**src/rtl/key_step_pkg.sv**
```systemverilog
// Shared types and helpers for the key/step debounce front end.
// Used by key_step_debounce; see that file for the KEY_STEP_REPEAT_EN option.
package key_step_pkg;

    typedef enum logic [1:0] {
        IDLE      = 2'd0,
        PRESS_CHK = 2'd1,
        HELD      = 2'd2,
        REL_CHK   = 2'd3
    } key_state_t;

    // Counter width large enough to hold the largest reload value.
    function automatic int cnt_width(input int a, input int b, input int c);
        int m;
        m = (a > b) ? a : b;
        m = (m > c) ? m : c;
        return $clog2(m + 1);
    endfunction

endpackage

```
**src/rtl/sync_2ff.sv**
```systemverilog
// Two-flop synchroniser for one asynchronous bit, with a selectable reset value.
module sync_2ff #(
    parameter logic RESET_VAL = 1'b0
) (
    input  logic clock,
    input  logic reset,
    input  logic d,
    output logic q
);

    logic meta;

    always_ff @(posedge clock or negedge reset) begin
        if (!reset) begin
            meta <= RESET_VAL;
            q    <= RESET_VAL;
        end else begin
            meta <= d;
            q    <= meta;
        end
    end

endmodule

```
**src/rtl/key_step_debounce.sv**
```systemverilog
// Debounces an active-low key into one-cycle step pulses with a captured w sample.
// Optional auto-repeat while held is enabled by defining KEY_STEP_REPEAT_EN.
module key_step_debounce
    import key_step_pkg::*;
#(
    parameter int DEBOUNCE_CYCLES = 1000000,
    parameter int REPEAT_DELAY    = 25000000,
    parameter int REPEAT_PERIOD   = 10000000
) (
    input  logic       clock,
    input  logic       reset,
    input  logic       key_n,
    input  logic       w_in,
    output logic       step,
    output logic       w_out,
    output logic       held,
    output key_state_t dbg_state
);

    localparam int CW = cnt_width(DEBOUNCE_CYCLES, REPEAT_DELAY, REPEAT_PERIOD);
    localparam logic [CW-1:0] DEB_LOAD = CW'(DEBOUNCE_CYCLES - 1);
`ifdef KEY_STEP_REPEAT_EN
    localparam logic [CW-1:0] REP_DELAY_LOAD  = CW'(REPEAT_DELAY - 1);
    localparam logic [CW-1:0] REP_PERIOD_LOAD = CW'(REPEAT_PERIOD - 1);
`endif

    logic          key_s;
    logic          w_s;
    key_state_t    state;
    key_state_t    state_nxt;
    logic [CW-1:0] cnt;
    logic [CW-1:0] cnt_nxt;
    logic          step_nxt;
    logic          w_out_nxt;

    // Key idles high (released), so its synchroniser resets to 1.
    sync_2ff #(.RESET_VAL(1'b1)) u_key_sync (
        .clock (clock),
        .reset (reset),
        .d     (key_n),
        .q     (key_s)
    );

    sync_2ff #(.RESET_VAL(1'b0)) u_w_sync (
        .clock (clock),
        .reset (reset),
        .d     (w_in),
        .q     (w_s)
    );

    // step is a one-cycle strobe with no back-pressure; w_out is valid on the
    // step cycle and holds until the next step.
    always_comb begin
        state_nxt = state;
        cnt_nxt   = cnt;
        step_nxt  = 1'b0;
        w_out_nxt = w_out;
        case (state)
            IDLE: begin
                if (!key_s) begin
                    state_nxt = PRESS_CHK;
                    cnt_nxt   = DEB_LOAD;
                end
            end
            PRESS_CHK: begin
                if (key_s) begin
                    state_nxt = IDLE;
                end else if (cnt != '0) begin
                    cnt_nxt = cnt - CW'(1);
                end else begin
                    state_nxt = HELD;
                    step_nxt  = 1'b1;
                    w_out_nxt = w_s;
`ifdef KEY_STEP_REPEAT_EN
                    cnt_nxt   = REP_DELAY_LOAD;
`endif
                end
            end
            HELD: begin
                if (key_s) begin
                    state_nxt = REL_CHK;
                    cnt_nxt   = DEB_LOAD;
                end
`ifdef KEY_STEP_REPEAT_EN
                else if (cnt != '0) begin
                    cnt_nxt = cnt - CW'(1);
                end else begin
                    step_nxt  = 1'b1;
                    w_out_nxt = w_s;
                    cnt_nxt   = REP_PERIOD_LOAD;
                end
`endif
            end
            REL_CHK: begin
                if (!key_s) begin
                    state_nxt = HELD;
`ifdef KEY_STEP_REPEAT_EN
                    cnt_nxt   = REP_PERIOD_LOAD;
`endif
                end else if (cnt != '0) begin
                    cnt_nxt = cnt - CW'(1);
                end else begin
                    state_nxt = IDLE;
                end
            end
            default: state_nxt = IDLE;
        endcase
    end

    always_ff @(posedge clock or negedge reset) begin
        if (!reset) begin
            state <= IDLE;
            cnt   <= '0;
            step  <= 1'b0;
            w_out <= 1'b0;
        end else begin
            state <= state_nxt;
            cnt   <= cnt_nxt;
            step  <= step_nxt;
            w_out <= w_out_nxt;
        end
    end

    assign held      = (state == HELD) || (state == REL_CHK);
    assign dbg_state = state;

endmodule

```
**config.mk**
```make
export PLATFORM = sky130hd
export DESIGN_NAME = key_step_debounce
export DESIGN_NICKNAME = d
export VERILOG_FILES = /design/src/rtl/key_step_pkg.sv /design/src/rtl/sync_2ff.sv /design/src/rtl/key_step_debounce.sv
export SDC_FILE = /design/constraint.sdc
export NUM_CORES = 1
export LEC_CHECK = 0
export ABC_AREA = 1
export CORE_ASPECT_RATIO = 0.8
export CORE_MARGIN = 5
export CORE_UTILIZATION = 25
export CTS_CLUSTER_SIZE = 28
export DETAILED_ROUTE_END_ITERATION = 7
export GPL_ROUTABILITY_DRIVEN = 0
export GPL_TIMING_DRIVEN = 0
export PLACE_DENSITY_LB_ADDON = 0.12
export SETUP_SLACK_MARGIN = 0.5
export SLEW_MARGIN = 15
export SYNTH_ARGS = -nofsm -noshare
export SYNTH_HDL_FRONTEND = slang
export SYNTH_SLANG_ARGS = --single-unit
```
**constraint.sdc**
```tcl
create_clock -name clock -period 4.7 [get_ports clock]
set_clock_uncertainty 0.2 [all_clocks]
set_input_delay 1.175 -clock clock [delete_from_list [all_inputs] [get_ports clock]]
set_output_delay 1.175 -clock clock [all_outputs]
set_load 0.1 [all_outputs]
```
==> results of run 1 <==
## worst paths after layout
path	from	end	slack, ns	cells past startpoint
max	flip-flop	held	1.44	2
min	u_w_sync.meta$_DFF_PN0_	u_w_sync.q$_DFF_PN0_	0.15	0
max reg2reg	cnt[0]$_DFFE_PN0P_	cnt[10]$_DFFE_PN0P_	2.74	9
min reg2reg	u_w_sync.meta$_DFF_PN0_	u_w_sync.q$_DFF_PN0_	0.15	0
max in group asynchronous	reset	u_key_sync.meta$_DFF_PN1_	3.12	2
min in group asynchronous	reset	cnt[9]$_DFFE_PN0P_	0.64	1
## layout by cell type (no fill, tap or decap)
master and n:
a21oi_1 1, buf_1 1, buf_12 2, buf_16 1, buf_2 1, buf_4 1, buf_6 1, clkbuf_1 1
clkbuf_8 5, clkdlybuf4s50_1 7, clkinv_2 2, clkinvlp_4 1, dfrtp_1 31, dfstp_2 2, ha_1 2, inv_1 28
nand2_1 87, nand2_2 8, nand2_4 1, nand2_8 1, nand3_1 32, nand3_2 1, nand4_1 5, nand4_4 1
nor2_1 34, nor2_2 6, nor2_4 4, o21ai_0 12, o21ai_2 6, o21ai_4 1, or2_0 2, or2_2 1
xnor2_1 1, xor2_1 5
## metal layers
metal	vias up	share of wire (%)	wire length, um	global-route usage, %
met1	828	57	2920	16.5
met2	10	40	2070	15.7
met3	9	2.0	105	2.66
li1	908	-	-	-
met5	-	0	0	0
met4	0	1.5	75	2.84
## area by class of cell
cell class,instances,area (sq um),share of cell area (%)
Clock buffer,5,68.8,2.87
Sequential cell,33,828,34.6
Timing Repair Buffer,9,103,4.28
Multi-Input combinational cell,211,1070,44.7
Inverter,28,105,4.39
Buffer,6,66.3,2.77
Clock inverter,3,17.5,0.731
Tap cell,108,135,5.64
## worst max-delay path, stage by stage, from the launching register on
cell and delay [ns]:
dfrtp_1 0.38, clkbuf_1 0.10, clkdlybuf4s50_1 1.12
## cells by family (layout without fill, tap and decap cells)
kind of cell | after synthesis | after routing | synth area share, %
fa+ha+maj | 2 | 2 | 1.21
compound gates | 20 | 20 | 6.47
simple gates | 183 | 183 | 41.5
buf+inv | 34 | 51 | 8.28
xor+xnor | 6 | 6 | 2.54
flops | 33 | 33 | 40.0
## sequential cells by signal, indices dropped and copies added, names as in the netlist, named ones only
register	flops
w_out	1
u_w_sync.q	1
u_w_sync.meta	1
step	1
dbg_state	1
cnt	25
u_key_sync.q	1
u_key_sync.meta	1
## through the flow
| step | cell area [sq um] | setup WS, ns |
|---|---|---|
| after global placement | 2290 | 1.31 |
| after floorplan | 2070 | 1.48 |
| after global routing | 2390 | 1.34 |
| final | 2390 | 1.44 |
| after CTS | 2390 | 1.42 |
| after detailed placement | 2310 | 1.74 |
## where the power goes
group	total (uW)	internal, uW	switching [uW]
Sequential	358	319	38.7
Clock	215	102	112
Combinational	260	84.8	175
==> out/summary.txt, run 1 <==
Status: complete, no violations
Main synth FF type: dfrtp_1
Pwr dens: 348 nW/um^2
FP Rows: 29
Grt total ovfl: 0
IO Count: 9
Largest net degree at the start of global routing: 19
WL/cell: 12.8 um
Most numerous cell in the Yosys netlist: nand2_1
Cell area after synthesis: 2070 sq um
Final core utilization: 29.9%
Antenna-violating nets left: 0
Post-synth top cells: nand2_1 (87), nor2_1 (34), nand3_1 (32), dfrtp_1 (31), inv_1 (28)
YS warnings: 0
Horiz. Die Dim: 112 um
Unique cell type count in the Yosys netlist: 28
Crit-path max FO: 4
Placed insts: 395
Final HPWL DP: 3980 um
Die height: 91.4 um
Hold Path Class: reg -> reg
Non-Filler Instances: 403
DRC: 0
Yosys reg bits: 33
Synth-to-layout area growth: 15.6%
First-pass GRT wire length: 9000 um
H-tree levels: 2
Worst Tran Pin Value: 0.969 ns
Worst skew pair latency: 0.29 ns
Syn_nets: 284
Post-Syn Instances: 278
CP arrival: 1.88 ns
Post-CTS sizing: 0
Post-synth ARST share: 100%
Share of layout cells above drive strength 1: 15.6%
Num Clock Sinks: 33
Design Power: 833 uW
Static leakage power: 0.00114 uW
CTS root buffer: clkbuf_8
Fill cell count: 870
Via count: 1755
Final Hold Viols: 0
Drt pass-1 iters: 4
Hold_ws: 0.155 ns
Die ar.: 10200 sq um
RSZ-0062 raised after global routing: false
Post-synth top area cell: dfrtp_1
Core area: 8020 sq um
Max-cap violations: 0
Antenna violations before repair: 0
Setup Buffers After CTS: 0
Post-Syn Area per Cell: 7.45 sq um
Register area share after synthesis: 40.0%
Top cells by area, synth: dfrtp_1 (37%), nand2_1 (16%), nand3_1 (7.7%), nor2_1 (6.2%), inv_1 (5.1%)
Fmax: 0.307 GHz
GRT Total Usage: 11.0%
Share of the synthesized area in the top cell type: 37.5%
Tcrit/Tclk final: 69.4%
Setup crit start kind: flip-flop
CTS Buffer Depth: 2
Slew HR: 35.2%
Critical Path End Type: primary output
TritonCTS clock tree: built
Cts hold-fix bufs: 0
DR iter-0 viols: 94
Nets@finish: 300
Setup TNS: 0 ns
Number of global-route vias before repair: 1765
Crit path time final: 3.26 ns
Worst EP required: 3.32 ns
# diodes: 0
Num CTS Buffers: 5
Initial Util: 25.8%
Post-synth EDFFs: 0
PortBufs: 8
Slew Limit Fails: 0
Final setup fails: 0
CP Class: reg -> out
Worst-path clk slew: 0.07 ns
DRT Wirelength: 5170 um
Peak VDD IR: 0.127 mV
Routed vias/inst: 4.35
(Power assumes the default switching activity.)
==> inputs of run 2 (changes only) <==
==> constraint.sdc (replaced) <==
create_clock -name clock -period 3.15 [get_ports clock]
set_clock_uncertainty 0.2 [all_clocks]
set_input_delay 0.7875 -clock clock [delete_from_list [all_inputs] [get_ports clock]]
set_output_delay 0.7875 -clock clock [all_outputs]
set_load 0.1 [all_outputs]
==> run 2 against run 1 <==
Net effect: critical path depth unchanged; sequential power increased by 49%; total power increased by 48%; count of clock-buffer cells in the layout increased by 1; flip-flop and latch count unchanged; worst setup slack got worse by 0.86 ns; global-route usage increased by 0.24 points; wire length decreased by 2.1%; sequential share of layout area increased by 0.22 points; clock power increased by 46%; largest power group unchanged; highest routed layer unchanged.
==> out/summary.txt, run 2 (synthesized netlist as in run 1, its figures left out) <==
Grt total ovfl: 0 (unchanged)
Worst hold start: u_w_sync.meta$_DFF_PN0_
CTS Buffer Depth: 2 (unchanged)
Pwr dens: 517 nW/um^2 (+49%)
Drt pass-1 iters: 4 (unchanged)
Setup Buffers After CTS: 0 (unchanged)
Die height: 91.4 um (unchanged)
Die ar.: 10200 sq um (unchanged)
FP Rows: 29 (unchanged)
WL/cell: 12.5 um (-2.1%)
Most frequent cells in the layout: nand2_1 (87), nor2_1 (34), nand3_1 (32)
Horiz. Die Dim: 112 um (unchanged)
TritonCTS clock tree: built
CP top delay family: buffers and inverters
Slew HR: 36.2% (+1.0 points)
Antenna violations before repair: 0 (unchanged)
CTS root buffer: clkbuf_8
Crit-path max FO: 4 (unchanged)
Worst-path clk slew: 0.07 ns (about the same)
Post-layout instance area: 2380 sq um (-0.63%)
Number of global-route vias before repair: 1824 (+3.3%)
Buf+Inv Stages, Crit Path: 2 (unchanged)
Peak VDD IR: 0.168 mV (+32%)
Critical Path End Type: primary output
H-tree levels: 2 (unchanged)
Worst reg2reg path depth: 9 (unchanged)
DP Area: 2300 sq um (-0.27%)
Crit path time final: 2.57 ns
Routed vias/inst: 4.26 (-2.1%)
DRT Wirelength: 5060 um (-2.1%)
Largest net degree at the start of global routing: 24 (+5)
Hold Path Class: reg -> reg
CP Class: reg -> out
Worst Tran Pin Value: 0.961 ns (-0.00859 ns)
Antenna-violating nets left: 0 (unchanged)
DRC: 0 (unchanged)
Final HPWL DP: 3920 um (-1.5%)
FF-to-FF End: cnt[10]$_DFFE_PN0P_
Largest register FFs: 25 (unchanged)
GRT Total Usage: 11.3% (+0.24 points)
Status: complete, no violations
Slew Limit Fails: 0 (unchanged)
Static leakage power: 0.00115 uW (+1.7%)
R2R Setup Slk: 1.20 ns (-1.54 ns)
CP arrival: 1.59 ns (-0.29 ns)
Initial Util: 25.8% (unchanged)
Tcrit/Tclk final: 81.7%
Reg2reg start: cnt[0]$_DFFE_PN0P_
DR iter-0 viols: 44 (-53%)
Hold_ws: 0.151 ns (-0.00373 ns)
Share of layout cells above drive strength 1: 15.6% (unchanged)
RSZ-0062 raised after global routing: false
Hold path depth: 0 (unchanged)
Num CTS Buffers: 5 (unchanged)
Post-CTS sizing: 5 (+5)
Worst skew pair latency: 0.29 ns (about the same)
# diodes: 0 (unchanged)
Hold EP: u_w_sync.q$_DFF_PN0_
Setup TNS: 0 ns (unchanged)
IO Count: 9 (unchanged)
CP Cell Sequence: clkbuf_2, clkdlybuf4s15_1
Final setup fails: 0 (unchanged)
Cts hold-fix bufs: 0 (unchanged)
Final Hold Viols: 0 (unchanged)
Setup crit start kind: flip-flop
Crit-path max cell delay: 0.81 ns (-0.31 ns)
Via count: 1718 (-2.1%)
Num Clock Sinks: 33 (unchanged)
Synth-to-layout area growth: 14.9%
PortBufs: 8 (unchanged)
Largest register by flop count: cnt
Worst EP required: 2.16 ns (-1.16 ns)
Core area: 8020 sq um (unchanged)
First-pass GRT wire length: 9190 um (+2.1%)
Nets@finish: 300 (unchanged)
Slowest-stage cell, CP: clkdlybuf4s15_1
Fmax: 0.389 GHz
Max-cap violations: 0 (unchanged)
CP Depth: 2 (unchanged)
Most common cell after layout, fill and taps aside: nand2_1
[run 2: changes by cell type in the layout (fill, tap and decap cells not counted)]
cell,previous run,this run
dlygate4sd2_1,0,4
clkdlybuf4s50_1,7,2
clkbuf_2,0,1
clkdlybuf4s15_1,0,1
clkinvlp_4,1,0
buf_16,1,0
buf_12,2,3
[run 2: layer usage]
layer	global-route usage, %	wire length [um]	vias to the layer above
met5	0	0	-
met4	3.14	61	0
met3	2.66	107	8
met2	16.3	2070	14
met1	16.6	2820	790
li1	-	-	906
[run 2: cell type report]
class                   count  area (sq um)
clock inverters             2          10.0
inverters                  28           105
clock buffers               6          72.6
flip-flops and latches     33           828
plain buffers               6          67.6
fillers                   890          5640
repair buffers              9          90.1
well taps                 108           135
multi-input cells         211          1070
[run 2: worst reg2reg max path, delay by kind of cell (launching register included)]
kind / cells / cell delay (ns)
simple gates: 6 / 0.71
buf+inv: 1 / 0.12
xor+xnor: 1 / 0.14
fa+ha+maj: 1 / 0.29
flops: 1 / 0.39
[run 2: through the flow]
stage	setup slack (ns)	total power [uW]	instances	utilization, %
finish	0.577	1230	403	29.7
global route	0.516	1330	403	29.7
CTS	0.525	1250	403	29.7
detailed placement	0.560	933	395	28.7
global placement	0.178	931	394	28.5
floorplan	0.646	824	278	-
[run 2: worst max path at each step]
stage                         start                        to
after detailed placement  flip-flop                      held
after floorplan           flip-flop                      held
final                     flip-flop                      held
after global placement        reset  dbg_state[0]$_DFFE_PN0P_
after CTS                 flip-flop                      held
after global routing      flip-flop                      held
[run 2: power breakdown]
group	switching [uW]	internal, uW	leakage [uW]
registers	57.5	477	0.000418
clock network	161	153	0.0000450
logic	259	124	0.000692
total	478	754	0.00115
==> inputs of run 3 (changes only) <==
==> constraint.sdc (replaced) <==
create_clock -name clock -period 2.1 [get_ports clock]
set_clock_uncertainty 0.2 [all_clocks]
set_input_delay 0.525 -clock clock [delete_from_list [all_inputs] [get_ports clock]]
set_output_delay 0.525 -clock clock [all_outputs]
set_load 0.1 [all_outputs]
==> run 3 against run 2 <==
Net effect: sequential share of layout area is 8.2 points lower; critical path type unchanged; global-route usage up 1.2 points; flip-flop and latch count unchanged; non-clock buffer count grew 41; hold slack better by 0.0078 ns.
==> out/summary.txt, run 3 (synthesized netlist as in run 1, its figures left out) <==
Status: complete, no violations
WL/cell: 13.9 um (+11%)
Worst-path clk slew: 0.07 ns (about the same)
First-pass GRT wire length: 10100 um (+9.8%)
Grt total ovfl: 0 (unchanged)
Reg area: 850 sq um (+2.6%)
CTS root buffer: clkbuf_8
FP Rows: 29 (unchanged)
Crit path time final: 1.80 ns
Hold Path Class: reg -> reg
Synth-to-layout area growth: 54.0%
Final HPWL DP: 3890 um (-0.69%)
H-tree levels: 2 (unchanged)
DR iter-0 viols: 61 (+39%)
Static leakage power: 0.00147 uW (+27%)
Largest net degree at the start of global routing: 22 (-8.3%)
Nets@finish: 342 (+14%)
Core area: 8020 sq um (unchanged)
Critical Path End Type: primary output
Peak VDD IR: 0.355 mV (+110%)
CP Class: reg -> out
Worst Tran Pin Value: 0.391 ns (-0.570 ns)
Largest register FFs: 25 (unchanged)
Most common cell after layout, fill and taps aside: nand2_1
Max-cap violations: 0 (unchanged)
R2R Setup Slk: 0.32 ns (-0.88 ns)
Most frequent cells in the layout: nand2_1 (64), nand3_1 (29), nand2_2 (26), buf_4 (26), inv_1 (22)
CTS Buffer Depth: 2 (unchanged)
Final setup fails: 0 (unchanged)
Largest register by flop count: cnt
Reg2reg start: cnt[2]$_DFFE_PN0P_
Worst EP required: 1.37 ns (-0.79 ns)
Num CTS Buffers: 5 (unchanged)
Routed vias/inst: 4.40 (+3.3%)
Fmax: 0.556 GHz
Final Hold Viols: 0 (unchanged)
Design Power: 2410 uW (+95%)
Die height: 91.4 um (unchanged)
DRT Wirelength: 6190 um (+22%)
# diodes: 0 (unchanged)
Number of global-route vias before repair: 1921 (+5.3%)
Share of layout cells above drive strength 1: 48.7% (+33 points)
Slew HR: 74.0% (+38 points)
TritonCTS clock tree: built
Num Clock Sinks: 33 (unchanged)
Drt pass-1 iters: 4 (unchanged)
Setup crit start kind: flip-flop
Die ar.: 10200 sq um (unchanged)
GRT Total Usage: 12.4% (+1.2 points)
Post-Place Worst Slack: -0.290 ns (-0.850 ns)
Via count: 1960 (+14%)
Hold_ws: 0.159 ns (+0.00783 ns)
Initial Util: 25.8% (unchanged)
RSZ-0062 raised after global routing: true
Worst skew pair latency: 0.29 ns (about the same)
Horiz. Die Dim: 112 um (unchanged)
Fill cell count: 828 (-7.0%)
Worst reg2reg path depth: 9 (unchanged)
Pwr dens: 755 nW/um^2 (+46%)
Worst hold start: u_key_sync.meta$_DFF_PN1_
Antenna-violating nets left: 0 (unchanged)
FF-to-FF End: cnt[11]$_DFFE_PN0P_
Hold EP: u_key_sync.q$_DFF_PN1_
Fin worst setup slack: 0.302 ns (-0.275 ns)
DRC: 0 (unchanged)
Slew Limit Fails: 0 (unchanged)
Crit-path max FO: 3 (-1)
Tcrit/Tclk final: 85.6%
Multi-input gate area: 1340 sq um (+25%)
PortBufs: 8 (unchanged)
Antenna violations before repair: 0 (unchanged)
Hold path depth: 0 (unchanged)
CP arrival: 1.07 ns (-0.52 ns)
IO Count: 9 (unchanged)
## run 3: cell types whose count changed in the layout (fill, tap and decap cells not counted), moves of 11 or more
cell	delta
dfrtp_2	+11
o21ai_0	-11
dfrtp_1	-13
nand2_2	+18
buf_6	+11
buf_4	+25
nand2_1	-23
nor2_1	-17
## run 3: worst max path at each step
stage | start | end | slack [ns]
global route | cnt[17]$_DFFE_PN0P_ | cnt[11]$_DFFE_PN0P_ | 0.24
global placement | reset | dbg_state[0]$_DFFE_PN0P_ | -0.80
detailed placement | flip-flop | held | -0.29
floorplan | flip-flop | cnt[16]$_DFFE_PN0P_ | 0.45
finish | flip-flop | dbg_state[1] | 0.30
CTS | flip-flop | held | 0.30
## run 3: timing repair
item	4_1_cts	5_1_grt
endpoints found under the hold margin	12	0
resized for setup	106	41
setup endpoints to repair	32	34
cloned	3	1
pin swaps	11	26
hold buffers	1	0
setup buffers	20	17
## run 3: critical path: stages, from the launching register on
cell and delay (ns):
dfrtp_4 0.50, buf_12 0.14, buf_12 0.15
## run 3: where the power goes
part	internal, uW	total (uW)	switching [uW]
registers	722	825	103
clock network	387	639	251
logic	401	944	543
## run 3: metrics by stage
stage | instance area, sq um | instances | util (%) | TNS [ns]
after global routing | 3190 | 445 | 39.8 | 0
after detailed placement | 2350 | 395 | 29.3 | -0.795
after floorplan | 2110 | 278 | - | 0
after CTS | 2910 | 427 | 36.3 | 0
after global placement | 2320 | 394 | 29.0 | -19.35
final | 3190 | 445 | 39.8 | 0
## run 3: final cells by class
type | instances | share of cell area (%)
repair buffers | 50 | 17.7
multi-input cells | 212 | 41.9
clock inverters | 1 | 0.942
well taps | 108 | 4.24
flip-flops and latches | 33 | 26.6
clock buffers | 7 | 2.71
plain buffers | 6 | 2.59
inverters | 28 | 3.30
## run 3: routing by layer
metal  global-route usage [%]  share of wire (%)  vias to the layer above
li1                         -                  -                      995
met3                     2.86                3.2                        6
met5                        0                  0                        -
met2                     19.1                 44                       19
met4                     2.13                1.4                        0
met1                     18.0                 51                      940
